<file path="config.mk">
export PLATFORM = sky130hd
export DESIGN_NAME = accum_initiator
export DESIGN_NICKNAME = d
export VERILOG_FILES = /design/src/rtl/accum_initiator.sv
export SDC_FILE = /design/constraint.sdc
export NUM_CORES = 1
export LEC_CHECK = 0
export BUFFER_PORTS_ARGS = -buffer_cell sky130_fd_sc_hd__buf_4
export CAP_MARGIN = 20
export CORE_ASPECT_RATIO = 1.5
export CORE_MARGIN = 1
export CORE_UTILIZATION = 50
export CTS_CLUSTER_DIAMETER = 60
export DETAILED_ROUTE_END_ITERATION = 7
export PLACE_DENSITY = 0.93
export SLEW_MARGIN = 40
export SYNTH_ARGS = -nofsm -noshare
export SYNTH_HDL_FRONTEND = slang
export SYNTH_SLANG_ARGS = --single-unit
</file>
<file path="constraint.sdc">
create_clock -name clk -period 3.5 [get_ports clk]
set_input_delay 0.7 -clock clk [delete_from_list [all_inputs] [get_ports clk]]
set_output_delay 0.7 -clock clk [all_outputs]
set_load 0.01 [all_outputs]
</file>
<file path="src/rtl/accum_initiator.sv">
// accum_initiator: second bus master that clears the accumulator peripheral,
// streams a job's words into its accumulate register, reads back sum and
// count, and reports the result with a one-cycle done pulse.
module accum_initiator #(
  parameter logic [31:0] BASE_ADDR = 32'h0000_0200
) (
  input  logic        clk,
  input  logic        reset,
  input  logic        start,
  input  logic [15:0] len,
  input  logic [31:0] s_data,
  input  logic        s_valid,
  output logic        s_ready,
  output logic [31:0] daddr,
  output logic [3:0]  dwe,
  output logic [31:0] dwdata,
  input  logic [31:0] drdata,
  output logic        busy,
  output logic        done,
  output logic [31:0] sum_out,
  output logic [31:0] count_out,
  output logic        err
);

  typedef enum logic [2:0] {
    S_IDLE,
    S_CLEAR,
    S_FEED,
    S_RD_SUM,
    S_RD_CNT,
    S_CAP
  } state_t;

  localparam logic [31:0] ADDR_CLEAR = BASE_ADDR;
  localparam logic [31:0] ADDR_ACC   = BASE_ADDR + 32'd4;
  localparam logic [31:0] ADDR_SUM   = BASE_ADDR + 32'd8;
  localparam logic [31:0] ADDR_CNT   = BASE_ADDR + 32'd12;

  state_t      r_state;
  state_t      w_next;
  logic [15:0] r_len_q;
  logic [15:0] r_rem;
  logic [31:0] r_sum;
  logic [31:0] r_count;
  logic        r_err;
  logic        r_done;
  logic        w_hs;

  assign w_hs = s_valid && (r_state == S_FEED);

  // State register.
  always_ff @(posedge clk) begin
    if (reset) r_state <= S_IDLE;
    else       r_state <= w_next;
  end

  // Next-state logic and bus/stream outputs; the accumulate write is
  // combinational on the handshake so each word costs exactly one cycle.
  always_comb begin
    w_next  = r_state;
    s_ready = 1'b0;
    daddr   = '0;
    dwe     = '0;
    dwdata  = '0;
    busy    = 1'b1;
    unique case (r_state)
      S_IDLE: begin
        busy = 1'b0;
        if (start) w_next = S_CLEAR;
      end
      S_CLEAR: begin
        daddr  = ADDR_CLEAR;
        dwe    = '1;
        w_next = (r_len_q == 16'd0) ? S_RD_SUM : S_FEED;
      end
      S_FEED: begin
        s_ready = 1'b1;
        if (w_hs) begin
          daddr  = ADDR_ACC;
          dwe    = '1;
          dwdata = s_data;
          if (r_rem == 16'd1) w_next = S_RD_SUM;
        end
      end
      S_RD_SUM: begin
        daddr  = ADDR_SUM;
        w_next = S_RD_CNT;
      end
      S_RD_CNT: begin
        daddr  = ADDR_CNT;
        w_next = S_CAP;
      end
      S_CAP: begin
        w_next = S_IDLE;
      end
      default: begin
        w_next = S_IDLE;
      end
    endcase
  end

  // Job length, remaining-word counter, and result capture from readback.
  always_ff @(posedge clk) begin
    if (reset) begin
      r_len_q <= '0;
      r_rem   <= '0;
      r_sum   <= '0;
      r_count <= '0;
      r_err   <= 1'b0;
      r_done  <= 1'b0;
    end else begin
      r_done <= 1'b0;
      if (r_state == S_IDLE && start) begin
        r_len_q <= len;
        r_rem   <= len;
      end
      if (w_hs) r_rem <= r_rem - 16'd1;
      if (r_state == S_RD_CNT) r_sum <= drdata;
      if (r_state == S_CAP) begin
        r_count <= drdata;
        r_err   <= (drdata != {16'b0, r_len_q});
        r_done  <= 1'b1;
      end
    end
  end

  assign done      = r_done;
  assign sum_out   = r_sum;
  assign count_out = r_count;
  assign err       = r_err;

endmodule

</file>
==> metrics.md <==
| Metric | Value |
|---|---|
| Status | completed |
| Clock root buffer master | clkbuf_16 |
| Final Cycle Share | 79.3% |
| I/O Buffers | 190 |
| Synthesis-stage register bit count | 101 |
| Average size of a mapped cell | 7.85 um2 |
| Seq. cell area | 2020 um2 |
| Maxcap violations | 0 |
| Int Power | 2.52 mW |
| Switching power share of the total | 34.0% |
| Final hold violation count | 0 |
| Die Span Y | 120 um |
| Antenna-violating nets left | 0 |
| Commonest non-fill, non-tap cell in the layout | buf_4 |
| Share of layout cells above drive strength 1 | 29.3% |
| Vias | 4751 |
| CP required | 2.80 ns |
| Final net count | 841 |
| Total grt overflow | 0 |
| RSZ-0062 raised after global routing | no |
| Synthesized instance count | 588 |
| Post-route setup TNS | 0 ns |
| Via-to-Cell Ratio | 5.45 |
| Yosys top cell area share | 43.8% |
| Design Power | 3.82 mW |
| Synth warn | 0 |
| Sink Count | 101 |
| First DRT Iteration DRCs | 337 |
| Core Util, Final | 70.8% |
| Worst hold path type | reg2reg |
| Reg power frac | 38.5% |
| H-tree levels | 3 |
| Worst-skew pair later-pin latency | 0.34 ns |
| Most used DFF post-synth | dfxtp_1 |
| Worst-path maximum fanout | 43 |
| Async S/R FF share, synth | 0% |
| Critical R2R Capture | r_rem[10] |
| Final min period | 2.78 ns |
| Setup crit start kind | flip-flop |
| Cell accounting for the most synthesized area | dfxtp_1 |
| Dpl hpwl | 10.5 mm |
| DRT Pass-1 Iters | 8 |
| Gate power share | 33.1% |
| Core region area | 8880 um2 |
| Post-synthesis cell type count | 48 |
| Placed insts | 854 |
| Initial Util | 52.0% |
| Non-filler cells, final | 871 |
| Commonest cells after routing, fill and taps aside | buf_4, nand2_1, dfxtp_1 |
| Routed WL | 14.0 mm |
| Element type at the critical path end | primary output |
| Reg-to-Reg Start | r_state[1] |
| Maximum clock rate | 360 MHz |
| Reg-to-reg slack, setup | 1.24 ns |
| Worst Min Path Start | count_out[20] |
| WHS Path Cells | 2 |
| P_sw | 1.30 mW |
| Area growth, synth to finish | 36.1% |
| Clk pwr share | 28.5% |
| Final Slew Violations | 0 |
| Post-CTS setup buffer count | 0 |
| Crit path largest cell delay | 0.76 ns |
| Number of global-route vias before repair | 4576 |
| CTS Hold Bufs | 0 |
| Multi-input gate area | 2310 um2 |
| Slew @ Worst Pin | 0.722 ns |
| Top delay family on crit path | simple AND/OR/NAND/NOR gates |
| Worst Hold Path EP | count_out[20] |
| # fillers | 689 |
| Die ar. | 9630 um2 |
| TritonCTS clock tree | built |
| Worst R2R Path Depth | 4 |
| WL/cell | 16.1 um |
| Leak Pwr | 2.64 nW |
| First-pass GRT wire length | 21.2 mm |
| Critical Path Stages | 3 |
| Worst IR drop on VDD | 0.417 mV |
| Critical-path top delay cell | and4bb_2 |
| Num ports | 220 |
| Post-synth EDFFs | 0 |
| Arrival time at the worst endpoint | 2.08 ns |
| DRC Markers | 0 |
| Worst hold margin | 0.456 ns |
| Antenna violations before repair | 1 |
| CP bufs+invs | 1 |
| Mapped Area | 4620 um2 |
| CTS clk-pin slew, worst paths | 0.07 ns |
| Post-synthesis sequential area ratio | 43.8% |
| All-Layer GR Usage | 28.8% |
| Setup-failing EPs final | 0 |
| Row count | 42 |
| Ranking of synthesized cells by area | dfxtp_1, nand2_1, a21oi_1, buf_4, and2_1 |
| CTS Buf Count | 9 |
| CTS Buffer Depth | 2 |
| Crit-path cells | and4bb_2 -> and2_1 -> buf_4 |
| Largest net degree at the start of global routing | 103 |
| Die width | 80.5 um |
| Routability cong. | 0.968 |
| PostCTS Resize Cnt | 0 |
| Final Skew | 0.00617 ns |
| Worst rel slew slack | 51.9% |
| Power Dens Cells | 608 nW/um2 |
| CP Class | reg2out |
## logic make-up (layout without fill, tap and decap cells)
group | after synthesis | after routing | synth area share, %
and+or+nand+nor | 272 | 272 | 28.2
AOI/OAI and AO/OA | 123 | 123 | 15.2
DFF | 101 | 101 | 43.8
buffers and inverters | 70 | 214 | 8.62
xor gates and xnor gates | 19 | 19 | 3.60
adders and majority gates | 2 | 2 | 0.542
other | 1 | 30 | 0.0812
## per-layer routing
| metal | vias to the layer above | part of all wire (%) | GRT usage, % |
|---|---|---|---|
| met5 | - | 0 | 0 |
| met4 | 0 | 6.2 | 20.4 |
| met3 | 52 | 7.9 | 6.01 |
| met2 | 277 | 53 | 52.1 |
| met1 | 2169 | 33 | 28.1 |
| li1 | 2253 | - | - |
## worst min-delay path, delay by kind of cell, from the launching register on
kind	cells	cell delay, ns
AOI/OAI and AO/OA	1	0.05
DFF	1	0.31
and+or+nand+nor	1	0.05
## cell usage after synthesis (2+ instances only)
cell and n:
and2_1 33, xor2_1 2, nor4_1 10, o211ai_1 4, clkbuf_1 23, o22ai_1 2, nand2_1 172, a31oi_1 10
o311ai_0 3, nor2b_1 3, or3_1 6, ha_1 2, or2_2 5, a21oi_1 83, nor2_1 11, nor4_4 2
nand2b_1 2, dfxtp_1 101, nor3_1 3, inv_1 3, a221oi_1 2, nand3b_1 2, buf_4 32, xnor2_1 17
a211oi_1 2, nand3_1 9, nand4_1 5, o21ai_0 7, buf_2 12, or4_1 2
## through the flow
step                      setup slack (ns)  area (um2)
after global routing                 0.546        6280
after global placement                1.01        5940
after CTS                            0.718        6280
final                                0.724        6280
after floorplan                       1.15        4720
after detailed placement             0.953        5940
## flip-flops by register name (all words and copies together), names as in the netlist
register	cells
r_rem	16
err	1
r_state	3
count_out	32
sum_out	32
done	1
r_len_q	16
## worst max path at each step
stage                     slack (ns)         end  startpoint
after CTS                       0.72  dwdata[22]  r_state[1]
after global placement          1.01  dwdata[16]     s_valid
after global routing            0.55  dwdata[27]  r_state[1]
after floorplan                 1.15  dwdata[11]     s_valid
after detailed placement        0.95  dwdata[22]     s_valid
final                           0.72  dwdata[22]  r_state[1]
## area by class of cell
type	count	share of cell area, %
Sequential cell	101	32.2
Multi-Input combinational cell	445	36.7
Clock inverter	5	1.29
Tap cell	110	2.19
Inverter	3	0.179
Timing Repair Buffer	195	23.4
Clock buffer	11	4.02
Antenna cell	1	0.0398
## power groups by stage
stage	combinational [mW]	clock, mW	sequential, mW
3_3_place_gp	1.21	0	1.48
2_1_floorplan	0.861	0	1.43
4_1_cts	1.26	1.10	1.46
6_report	1.26	1.09	1.47
3_5_place_dp	1.25	0	1.49
5_1_grt	1.38	1.14	1.48
Power figures use the tool's default switching activity.
